$ cat src/rtl/llc_rst_flush_ctrl_pkg.sv
// LLC reset/flush sequencer shared definitions.
// Default geometry, set/way types and controller state encoding.
package llc_rst_flush_ctrl_pkg;

    localparam int LLC_SET_BITS = 10;
    localparam int LLC_NUM_WAYS = 16;
    localparam int LLC_WAY_BITS = 4;

    typedef logic [LLC_SET_BITS-1:0] llc_set_t;
    typedef logic [LLC_WAY_BITS-1:0] llc_way_t;

    typedef enum logic [2:0] {
        IDLE,
        RST_WALK,
        FL_READ,
        FL_WAIT,
        FL_SCAN,
        FL_INV
    } llc_fsm_e;

endpackage

$ cat src/rtl/llc_rst_flush_ctrl_way_enc.sv
// Lowest-set-bit encoder over the ways of one set.
// The caller clears the winning bit once it has been consumed.
module llc_way_prio_enc #(
    parameter int LLC_WAYS = 16,
    parameter int WAY_BITS = 4
) (
    input  logic [LLC_WAYS-1:0] req_i,
    output logic [WAY_BITS-1:0] way_o,
    output logic                found_o
);

    // Scan downwards so the lowest requesting way wins.
    always_comb begin
        way_o   = '0;
        found_o = 1'b0;
        for (int i = LLC_WAYS - 1; i >= 0; i--) begin
            if (req_i[i]) begin
                way_o   = WAY_BITS'(i);
                found_o = 1'b1;
            end
        end
    end

endmodule

$ cat src/rtl/llc_rst_flush_ctrl.sv
// Set-walk sequencer: post-reset invalidation of every set and
// full-cache flush (writeback dirty ways, then invalidate the set).
module llc_rst_flush_ctrl
    import llc_rst_flush_ctrl_pkg::*;
#(
    parameter int SET_BITS = LLC_SET_BITS,
    parameter int LLC_WAYS = LLC_NUM_WAYS,
    parameter int WAY_BITS = LLC_WAY_BITS
) (
    input  logic                clk,
    input  logic                rst,
    input  logic                rst_state_i,
    input  logic                flush_req_i,
    output logic                rd_set_valid_o,
    input  logic                rd_set_ready_i,
    output logic [SET_BITS-1:0] rd_set_o,
    input  logic                rd_resp_valid_i,
    input  logic [LLC_WAYS-1:0] rd_valid_ways_i,
    input  logic [LLC_WAYS-1:0] rd_dirty_ways_i,
    output logic                wb_valid_o,
    input  logic                wb_ready_i,
    output logic [SET_BITS-1:0] wb_set_o,
    output logic [WAY_BITS-1:0] wb_way_o,
    output logic                inv_valid_o,
    input  logic                inv_ready_i,
    output logic [SET_BITS-1:0] inv_set_o,
    output logic [LLC_WAYS-1:0] inv_mask_o,
    output logic                rst_stall_o,
    output logic                flush_stall_o,
    output logic                flush_done_o
);

    localparam logic [SET_BITS-1:0] LAST_SET = '1;

    llc_fsm_e            state_q, state_d;
    logic [SET_BITS-1:0] set_cnt_q, set_cnt_d;
    logic                rst_stall_q, rst_stall_d;
    logic                pend_q, pend_d;
    logic [LLC_WAYS-1:0] vmask_q, vmask_d;
    logic [LLC_WAYS-1:0] dmask_q, dmask_d;

    logic                rd_v_q, rd_v_d;
    logic                wb_v_q, wb_v_d;
    logic                inv_v_q, inv_v_d;
    logic                done_q, done_d;
    logic [WAY_BITS-1:0] way_q, way_d;
    logic [LLC_WAYS-1:0] inv_mask_q, inv_mask_d;

    logic                rd_hs, wb_hs, inv_hs;
    logic                flush_acc, adv, fin;
    logic [WAY_BITS-1:0] enc_way;
    logic                enc_found;

    assign rd_hs  = rd_v_q & rd_set_ready_i;
    assign wb_hs  = wb_v_q & wb_ready_i;
    assign inv_hs = inv_v_q & inv_ready_i;

    // Only one flush is ever outstanding; later requests are dropped.
    assign flush_acc = flush_req_i & ~pend_q &
                       ((state_q == IDLE) | (state_q == RST_WALK));

    // The next dirty way is encoded from the next mask so that the
    // writeback request is registered together with the mask.
    llc_way_prio_enc #(
        .LLC_WAYS (LLC_WAYS),
        .WAY_BITS (WAY_BITS)
    ) u_enc (
        .req_i   (dmask_d),
        .way_o   (enc_way),
        .found_o (enc_found)
    );

    // State and output registers; reset discards all progress.
    always_ff @(posedge clk) begin
        if (!rst) begin
            state_q     <= RST_WALK;
            set_cnt_q   <= '0;
            rst_stall_q <= 1'b1;
            pend_q      <= 1'b0;
            vmask_q     <= '0;
            dmask_q     <= '0;
            rd_v_q      <= 1'b0;
            wb_v_q      <= 1'b0;
            inv_v_q     <= 1'b0;
            done_q      <= 1'b0;
            way_q       <= '0;
            inv_mask_q  <= '0;
        end else begin
            state_q     <= state_d;
            set_cnt_q   <= set_cnt_d;
            rst_stall_q <= rst_stall_d;
            pend_q      <= pend_d;
            vmask_q     <= vmask_d;
            dmask_q     <= dmask_d;
            rd_v_q      <= rd_v_d;
            wb_v_q      <= wb_v_d;
            inv_v_q     <= inv_v_d;
            done_q      <= done_d;
            way_q       <= way_d;
            inv_mask_q  <= inv_mask_d;
        end
    end

    // Next-state logic: walk sets, scan dirty ways, restart on request.
    always_comb begin
        state_d     = state_q;
        set_cnt_d   = set_cnt_q;
        rst_stall_d = rst_stall_q;
        pend_d      = pend_q | flush_acc;
        vmask_d     = vmask_q;
        dmask_d     = dmask_q;
        adv         = 1'b0;
        fin         = 1'b0;

        unique case (state_q)
            RST_WALK: begin
                if (inv_hs) begin
                    if (set_cnt_q == LAST_SET) begin
                        set_cnt_d   = '0;
                        rst_stall_d = 1'b0;
                        state_d     = pend_d ? FL_READ : IDLE;
                    end else begin
                        set_cnt_d = set_cnt_q + 1'b1;
                    end
                end
            end
            IDLE: begin
                if (pend_d) state_d = FL_READ;
            end
            FL_READ: begin
                if (rd_hs) state_d = FL_WAIT;
            end
            FL_WAIT: begin
                if (rd_resp_valid_i) begin
                    vmask_d = rd_valid_ways_i;
                    dmask_d = rd_valid_ways_i & rd_dirty_ways_i;
                    state_d = FL_SCAN;
                end
            end
            FL_SCAN: begin
                if (dmask_q != '0) begin
                    if (wb_hs)
                        dmask_d = dmask_q & ~(LLC_WAYS'(1) << way_q);
                end else if (vmask_q != '0) begin
                    state_d = FL_INV;
                end else begin
                    adv = 1'b1;
                end
            end
            FL_INV: begin
                if (inv_hs) adv = 1'b1;
            end
            default: state_d = IDLE;
        endcase

        if (adv) begin
            if (set_cnt_q == LAST_SET) begin
                set_cnt_d = '0;
                pend_d    = 1'b0;
                fin       = 1'b1;
                state_d   = IDLE;
            end else begin
                set_cnt_d = set_cnt_q + 1'b1;
                state_d   = FL_READ;
            end
        end

        if (rst_state_i) begin
            state_d     = RST_WALK;
            set_cnt_d   = '0;
            rst_stall_d = 1'b1;
            pend_d      = 1'b0;
        end
    end

    // Registered outputs follow the next state; a restart drops all valids.
    always_comb begin
        rd_v_d     = ~rst_state_i & (state_d == FL_READ);
        wb_v_d     = ~rst_state_i & (state_d == FL_SCAN) & enc_found;
        inv_v_d    = ~rst_state_i &
                     ((state_d == RST_WALK) | (state_d == FL_INV));
        done_d     = ~rst_state_i & fin;
        way_d      = enc_way;
        inv_mask_d = (state_d == FL_INV) ? vmask_d : '1;
    end

    assign rd_set_valid_o = rd_v_q;
    assign rd_set_o       = set_cnt_q;
    assign wb_valid_o     = wb_v_q;
    assign wb_set_o       = set_cnt_q;
    assign wb_way_o       = way_q;
    assign inv_valid_o    = inv_v_q;
    assign inv_set_o      = set_cnt_q;
    assign inv_mask_o     = inv_mask_q;
    assign rst_stall_o    = rst_stall_q;
    assign flush_stall_o  = pend_q;
    assign flush_done_o   = done_q;

endmodule

$ cat config.mk
export PLATFORM = sky130hd
export DESIGN_NAME = llc_rst_flush_ctrl
export DESIGN_NICKNAME = d
export VERILOG_FILES = /design/src/rtl/llc_rst_flush_ctrl_pkg.sv /design/src/rtl/llc_rst_flush_ctrl_way_enc.sv /design/src/rtl/llc_rst_flush_ctrl.sv
export SDC_FILE = /design/constraint.sdc
export NUM_CORES = 1
export LEC_CHECK = 0
export ABC_CLOCK_PERIOD_IN_PS = 2500
export CELL_PAD_IN_SITES_DETAIL_PLACEMENT = 2
export CELL_PAD_IN_SITES_GLOBAL_PLACEMENT = 2
export CORE_MARGIN = 2
export CORE_UTILIZATION = 27
export DETAILED_ROUTE_END_ITERATION = 8
export PLACE_DENSITY = 0.79
export SETUP_SLACK_MARGIN = 0.05
export SKIP_CTS_REPAIR_TIMING = 1
export SYNTH_ARGS = -nofsm -noshare
export SYNTH_HDL_FRONTEND = slang
export SYNTH_SLANG_ARGS = --single-unit
$ cat constraint.sdc
create_clock -name clk -period 2.5 [get_ports clk]
set_clock_uncertainty 0.1 [all_clocks]
set_input_delay 0.5 -clock clk [delete_from_list [all_inputs] [get_ports clk]]
set_output_delay 0.5 -clock clk [all_outputs]
set_load 0.01 [all_outputs]
After elaboration in Yosys (flattened, before gate mapping)
Index checks and enable logic that the tools add are counted.
W data, S select, Z words.

storage, ports and cells
  flip-flop bits (word level) = 71
  word-level logic and storage cells = 120
  output and inout bits = 56
  bits of input ports = 40

operators by class
  eq/ne operators = 10
  mux-type cells = 62
  bitwise gates (word level) = 19
  reductions and logical operators = 12
  add/sub/neg operators = 1
  shift operators = 1

operators with widths
  kind                     number
  $mux W16                 6
  $mux W10                 4
  $mux W3                  13
  $and A16 B16 Y16         2
  $mux W4                  8
  $pmux W16 S2             1
  $reduce_bool A16 Y1      2
  $mux W1                  24
  $pmux W3 S6              1
  $not A16 Y16             1
  $shl A1 B4 Y16 const A   1
  $eq A3 B3 Y1 const B     4
  $add A10 B1 Y10 const B  1
  $and A1 B1 Y1            10
  $eq A10 B10 Y1 const B   1
  $eq A3 B2 Y1 const B     3
  $reduce_or A9 Y1         1
  $mux W2                  4
  $eq A3 B1 Y1 const B     2
  $reduce_or A5 Y1         1
  $reduce_bool A2 Y1       2
  $reduce_or A2 Y1         2
  $logic_not A3 Y1         1
  $not A1 Y1               3
  5 further kinds          7

Longest topological paths before layout
Gate-level depths: netlist of the first run.

  depth in word-level cells = 23
  gate-level depth with buffers = 10
  mapped depth without buffers = 7

Modules after synthesis
From an unflattened synthesis of the first run, not the netlist that was laid out.

second synthesis, totals
  cell total of the unflattened synthesis = 377
  area total of the unflattened synthesis = 3404.5 sq um

by module, submodules not included
  module              instances  sequential area each (sq um)  cells each  area an instance (sq um)
  llc_rst_flush_ctrl  1          1421.4                        344         3225.6
  llc_way_prio_enc    1          0.0                           33          178.9

Worst setup path after synthesis of the first run
OpenSTA, ideal clock, no wires.

  path kind = register -> register
  start point = reg state_q[2]
  end point = reg way_q[1], in the netlist wb_way_o[1]
  period minus slack after synthesis = 2.256 ns
  path slack = 0.244 ns
  cell stages (with the launch flop) = 9
  data arrival time = 2.035 ns
  cells stage by stage = dfxtp_1 -> or3b_1 -> buf_6 -> nor2_8 -> nor4b_4 -> o21ai_2 -> or4_1 -> a31oi_1 -> o21ai_1

between the ends
  cells in the longest elaborated chain, start to end = 16
  elaborated cells on any way between the ends = 18
  those cells by class = eq/ne (2); mux (15); reduce/logical (1)

ends and longest elaborated chain
  item                                          RTL line                          RTL
  start, declared                               llc_rst_flush_ctrl.sv:35          llc_fsm_e state_q, state_d;
  start signal, assigned                        llc_rst_flush_ctrl.sv:89          state_q <= state_d;
  $eq A3 B3 Y1 or $eq A3 B2 Y1 (tied branches)  llc_rst_flush_ctrl.sv:115         unique case (state_q)
  $pmux W16 S2 *                                llc_rst_flush_ctrl.sv:115
  $mux W4 (8 in a row)                          llc_rst_flush_ctrl_way_enc.sv:17  if (req_i[i]) begin
  $mux W3 (4 in a row)                          llc_rst_flush_ctrl_way_enc.sv:17
  $mux W2 (2 in a row)                          llc_rst_flush_ctrl_way_enc.sv:17
  end signal, assigned                          llc_rst_flush_ctrl.sv:99          way_q <= way_d;
  end, declared                                 llc_rst_flush_ctrl.sv:46          logic [WAY_BITS-1:0] way_q, way_d;

Mark *: on every way between the ends. The rest lies on a longest branch, timed or not.
A chain may end at the register's enable or synchronous reset.

Worst setup path after layout of the first run
  start point = in rd_resp_valid_i
  end point = reg way_q[1], in the netlist wb_way_o[1]

between the ends
  cells in the longest elaborated chain, start to end = 16
  elaborated cells on any way between the ends = 17
  those cells by class = mux (16); reduce/logical (1)

ends and longest elaborated chain
  item                  RTL line                          RTL
  start, declared       llc_rst_flush_ctrl.sv:17          input logic rd_resp_valid_i,
  $mux W16 *            llc_rst_flush_ctrl.sv:134         if (rd_resp_valid_i) begin
  $pmux W16 S2 *        llc_rst_flush_ctrl.sv:115
  $mux W4 (8 in a row)  llc_rst_flush_ctrl_way_enc.sv:17
  $mux W3 (4 in a row)  llc_rst_flush_ctrl_way_enc.sv:17
  $mux W2 (2 in a row)  llc_rst_flush_ctrl_way_enc.sv:17

Marked as above.

==> impl_metrics.py, run 1 <==
metrics = {
    "route": {
        "via_per_inst": 5.05,
        "num_vias": 3259,
        "wl_per_cell_microns": 20.1,
        "drtIter0Drc": 180,
        "drtPass1Iterations": 4,
        "drc_errors": 0,
        "wl_mm": 13.0,
        "ant_nets": 0,
    },
    "logic_synthesis": {
        "ys.flop_type": "dfxtp_1",
        "synth_commonest_cells": "dfxtp_1, nor2_1, nand2_1, buf_4",
        "netlist_area_sq_um": 3280,
        "synthDistinctLibCells": 52,
        "async_flop_share_pct": 0,
        "synth_cells": 376,
        "ys_ff_latch": 71,
        "synth-edff-count": 0,
        "synth_most_common_cell": "dfxtp_1",
        "synth_top_area_cell": "dfxtp_1",
        "synth_nets": 417,
        "synth.area.top_cells": "dfxtp_1, nor2_1, mux2i_1",
        "synth.avg_cell_area_sq_um": 8.73,
        "yosysWarnings": 0,
        "yosysSeqAreaShare_pct": 43.3,
        "yosysTopAreaCellShare_pct": 43.3,
    },
    "clocking": {
        "cts_sinks": 71,
        "ctsHtreeMaxLevel": 3,
        "cts_buffers": 9,
        "clk_latency_ns": 0.34,
        "max-clock-path-buffers": 2,
        "clkTransAtPathRegs_ns": 0.06,
        "root_buffer": "clkbuf_16",
        "cts_tree": "done",
    },
    "setup_path": {
        "cpLargestDelayFamily": "simple AND/OR/NAND/NOR gates",
        "endpoint_kind": "register",
        "crit_buf_inv": 2,
        "cp_cell_sequence": "clkdlybuf4s50_1, and4b_2, buf_4, nand3_1, nand3_1, or4_1, a31oi_1, o21ai_1",
        "cp_max_fo": 12,
        "timing.critical_path.mode_cell": "nand3_1",
        "cpPeakStageDelay_ns": 0.51,
        "reg2reg_from": "state_q[2]",
        "r2r-end": "wb_valid_o",
        "critPathKind": "primary input to register",
        "reg2reg_slack_ns": 0.09,
        "arrival_ns": 2.54,
        "cp-startpoint": "rd_resp_valid_i",
        "reg2reg_depth": 8,
        "cp-start-kind": "primary input",
        "cp.required_ns": 2.62,
        "slowest_stage": "or4_1",
    },
    "sta": {
        "tns_ns": 0,
        "tightestPinTransition_ns": 0.529,
        "post-route-min-period_ns": 2.42,
        "slew-limit-headroom_pct": 64.6,
        "setup_ws_ns": 0.0825,
        "max_freq_ghz": 0.414,
        "setup_viol": 0,
        "report.final.slew_viol_count": 0,
        "period_share_pct": 96.7,
        "hold_viol": 0,
        "whs_ns": 0.393,
    },
    "hold_path": {
        "hold_path_depth": 2,
        "holdPathEnd": "rst_stall_o",
        "hold_path_class": "register to register",
        "hp-start": "rst_stall_o",
    },
    "die": {
        "die_h_microns": 114,
        "io_pins": 96,
        "die_area_sq_um": 13100,
        "core_area_sq_um": 12000,
        "die_w_microns": 114,
        "start_util_pct": 27.4,
        "placementRows": 40,
    },
    "power": {
        "powerDensity_nw_per_um2": 532,
        "p_total_mw": 2.64,
        "p_leak_nw": 2.03,
        "vdd_drop_max_mv": 0.295,
    },
    "finish": {
        "drive_above_1_share_pct": 16.9,
        "nets": 534,
        "synthToLayoutAreaGrowth_pct": 51.0,
        "final_core_util_pct": 41.5,
        "diodes": 0,
        "fin_cells": 645,
        "final_area_sq_um": 4960,
    },
    "global_route": {
        "antenna_found_initial": 0,
        "grtUsageTotal_pct": 19.8,
        "grt_pass1_wl_mm": 20.0,
        "grt_start_max_net_pins": 40,
        "grt_pass1_vias": 3518,
        "gr-total-overflow": 0,
    },
    "run": {
        "cap_violations": 0,
    },
    "place": {
        "dpl.hpwl_mm": 9.48,
        "placed_cell_area_sq_um": 4520,
        "pre_cts_ws_ns": -0.270,
        "placedCellCount": 624,
        "routabilityCongestion": 0.912,
        "port_buffers": 95,
    },
    "run_status": {
        "outcome": "finished, final reports clean",
    },
}
[final cells by class]
| type | instances | area, sq um |
|---|---|---|
| clock buffer | 10 | 229 |
| timing repair buffer | 143 | 1330 |
| tap | 147 | 184 |
| multi-input combinational | 261 | 1700 |
| fill | 1284 | 7000 |
| clock inverter | 6 | 68.8 |
| inverter | 7 | 26.3 |
| sequential | 71 | 1420 |
[registers in the layout, indices dropped and copies added, names as in the netlist, 3 cells and up]
register	count
vmask_q	16
inv_mask_o	16
dmask_q	16
state_q	3
inv_set_o	10
wb_way_o	4
[worst max path at each step]
| stage | endpoint | slack, ns | cells after the start |
|---|---|---|---|
| 2_1_floorplan | wb_way_o[1] | 0.24 | 8 |
| 3_3_place_gp | wb_way_o[1] | -0.19 | 7 |
| 3_5_place_dp | wb_way_o[1] | -0.27 | 8 |
| 4_1_cts | inv_set_o[7] | -0.02 | 8 |
| 5_1_grt | wb_valid_o | -0.06 | 8 |
| 6_report | wb_way_o[1] | 0.08 | 8 |
[worst register-to-register path, stage by stage (launching register included)]
cell,delay [ns]
dfxtp_1,0.33
or3b_4,0.48
nor2_8,0.17
buf_4,0.16
nand4_1,0.13
a31oi_1,0.30
nand4_1,0.25
and3b_1,0.30
a211oi_1,0.08
[placed cells by master, fill, tap and decap left out, types with 6 or more instances in the layout]
master	instances
a21oi_1	6
nand2_1	26
and2_1	11
nand3_1	19
inv_1	7
mux2i_1	19
clkbuf_16	9
and3_1	7
xor2_1	8
nand2b_1	6
clkdlybuf4s50_1	94
nor2_1	52
dfxtp_1	71
a31oi_1	8
o211ai_1	10
nand4_1	8
o21ai_0	20
buf_4	46
[layer usage]
metal  up-vias  global-route usage [%]  share of wire, %
met1      1608                    25.4                44
met3        19                    3.23               4.1
li1       1562                       -                 -
met5         -                       0                 0
met2        70                    34.3                50
met4         0                    5.53               1.8
[power breakdown]
part	switching, mW	internal, mW	total [mW]
clock	0.534	0.780	1.31
sequential	0.00596	1.15	1.15
combinational	0.0730	0.0985	0.171
[kinds of logic (layout without fill, tap and decap cells)]
logic type      count (synthesis)  count (layout)  synth area share (%)
compound gates                 67              67                  13.6
buf+inv                        44             166                  7.89
flops                          71              71                  43.3
mux                            19              19                  5.79
xor+xnor                        8               8                  2.13
fa+ha+maj                       1               1                 0.381
simple gates                  166             166                  26.9
No activity file was read; power rests on OpenSTA's default activity.
==> inputs of run 2 (changes only) <==
--- a/config.mk
+++ b/config.mk
@@ -8,6 +8,7 @@
 export ABC_CLOCK_PERIOD_IN_PS = 2500
 export CELL_PAD_IN_SITES_DETAIL_PLACEMENT = 2
 export CELL_PAD_IN_SITES_GLOBAL_PLACEMENT = 2
+export CORE_ASPECT_RATIO = 0.8
 export CORE_MARGIN = 2
 export CORE_UTILIZATION = 27
 export DETAILED_ROUTE_END_ITERATION = 8
==> impl_metrics.py, run 2 (same netlist as run 1, synthesis figures left out) <==
metrics = {
    "run_status": {
        "outcome": "finished, final reports clean",
    },
    "global_route": {
        "grtUsageMet3_pct": 3.43,
        "grtUsageMet1_pct": 25.4,
        "grt_pass1_vias": 3556,
        "antenna_found_initial": 0,
        "grtUsageTotal_pct": 19.9,
        "grt_start_max_net_pins": 41,
        "grt_pass1_wl_mm": 19.8,
        "met2_usage_pct": 34.6,
        "grt-busiest-layer": "met2",
        "gr-total-overflow": 0,
    },
    "sta": {
        "rsz0062_at_grt": "true",
        "setup_viol": 0,
        "max_freq_ghz": 0.408,
        "whs_ns": 0.349,
        "period_share_pct": 98.1,
        "report.final.slew_viol_count": 0,
        "post-route-min-period_ns": 2.45,
        "hold_viol": 0,
        "slew-limit-headroom_pct": 57.8,
        "tightestPinTransition_ns": 0.631,
    },
    "power": {
        "pwr-share-clk_pct": 46.8,
        "intPower_mw": 1.91,
        "p_leak_nw": 2.05,
        "p_sw_uw": 585,
        "vdd_drop_max_mv": 0.330,
        "p_seq_share_pct": 46.3,
        "sw_frac_of_total_pct": 23.5,
        "powerDensity_nw_per_um2": 503,
        "combPwrFrac_pct": 6.9,
        "p_total_mw": 2.49,
    },
    "finish": {
        "multi_input_area_sq_um": 1710,
        "fin_cells": 646,
        "final_area_sq_um": 4960,
        "seqCellArea_sq_um": 1420,
        "nFillCells": 1252,
        "synthToLayoutAreaGrowth_pct": 51.1,
        "final_core_util_pct": 42.4,
        "final_common_cell": "clkdlybuf4s50_1",
        "layout_common_cells": "clkdlybuf4s50_1, dfxtp_1, nor2_1",
        "drive_above_1_share_pct": 17.9,
        "diodes": 0,
        "nets": 535,
    },
    "setup_path": {
        "cpPeakStageDelay_ns": 0.36,
        "slowest_stage": "dfxtp_1",
        "critPathKind": "register to register",
        "cp_cell_sequence": "nor4_4, buf_4, and4_2, a21oi_1, o21ai_0, o21ai_2, o21ai_2, buf_12, o21ai_0",
        "cp-start-kind": "register",
        "reg2reg_depth": 9,
        "cp_max_fo": 16,
        "cp.required_ns": 2.59,
        "arrival_ns": 2.54,
        "endpoint_kind": "register",
    },
    "clocking": {
        "root_buffer": "clkbuf_16",
        "cts_tree": "done",
        "ctsHtreeMaxLevel": 3,
        "cts_buffers": 9,
        "clkTransAtPathRegs_ns": 0.06,
        "clk_latency_ns": 0.34,
        "cts_sinks": 71,
        "max-clock-path-buffers": 2,
    },
    "die": {
        "core_area_sq_um": 11700,
        "die_area_sq_um": 13100,
        "placementRows": 35,
        "io_pins": 96,
        "die_h_microns": 103,
        "start_util_pct": 28.1,
        "die_w_microns": 127,
    },
    "route": {
        "num_vias": 3285,
        "drtPass1Iterations": 4,
        "wl_mm": 13.2,
        "via_per_inst": 5.09,
        "ant_nets": 0,
        "drtIter0Drc": 190,
        "wl_per_cell_microns": 20.5,
        "drc_errors": 0,
    },
    "place": {
        "port_buffers": 95,
        "placedCellCount": 626,
        "dpl.hpwl_mm": 9.69,
        "placed_cell_area_sq_um": 4540,
        "routabilityCongestion": 0.915,
    },
    "run": {
        "cap_violations": 0,
    },
    "hold_path": {
        "hold_path_class": "register to register",
        "hold_path_depth": 2,
    },
}
[run 2: critical path: cells and delay by family (launching register included)]
kind	cells	cell delay, ns
simple gates	2	0.61
compound gates	5	0.86
buf+inv	2	0.35
flops	1	0.36
[run 2: final timing paths]
kind                    start            end  slack, ns
hold reg to reg   rst_stall_o    rst_stall_o       0.35
setup / recovery   dmask_q[2]  inv_mask_o[1]       0.05
setup reg to reg   dmask_q[2]  inv_mask_o[1]       0.05
hold / removal    rst_stall_o    rst_stall_o       0.35
[run 2: metal layers]
metal	vias to the layer above	routed length, microns
li1	1560	-
met1	1634	5990
met2	73	6640
met3	18	374
met4	0	202
met5	-	0
[run 2: final cells by class]
| class | count | area share, % |
|---|---|---|
| Clock buffer | 9 | 4.54 |
| Multi-Input combinational cell | 261 | 34.6 |
| Inverter | 7 | 0.530 |
| Sequential cell | 71 | 28.7 |
| Clock inverter | 6 | 0.782 |
| Tap cell | 148 | 3.73 |
| Timing Repair Buffer | 144 | 27.2 |
[run 2: per-stage QoR]
step	TNS, ns	setup WS (ns)
after floorplan	0	0.244
after global placement	-0.842	-0.200
after detailed placement	-1.30	-0.314
after CTS	-0.0449	-0.0449
after global routing	-0.0878	-0.0546
final	0	0.0479
[run 2: power groups by stage]
stage          clock, mW  sequential (mW)  combinational, mW
4_1_cts             1.20             1.15              0.171
3_5_place_dp           0             1.18              0.170
2_1_floorplan          0             1.19             0.0353
6_report            1.17             1.15              0.172
5_1_grt             1.23             1.16              0.183
3_3_place_gp           0             1.18              0.167
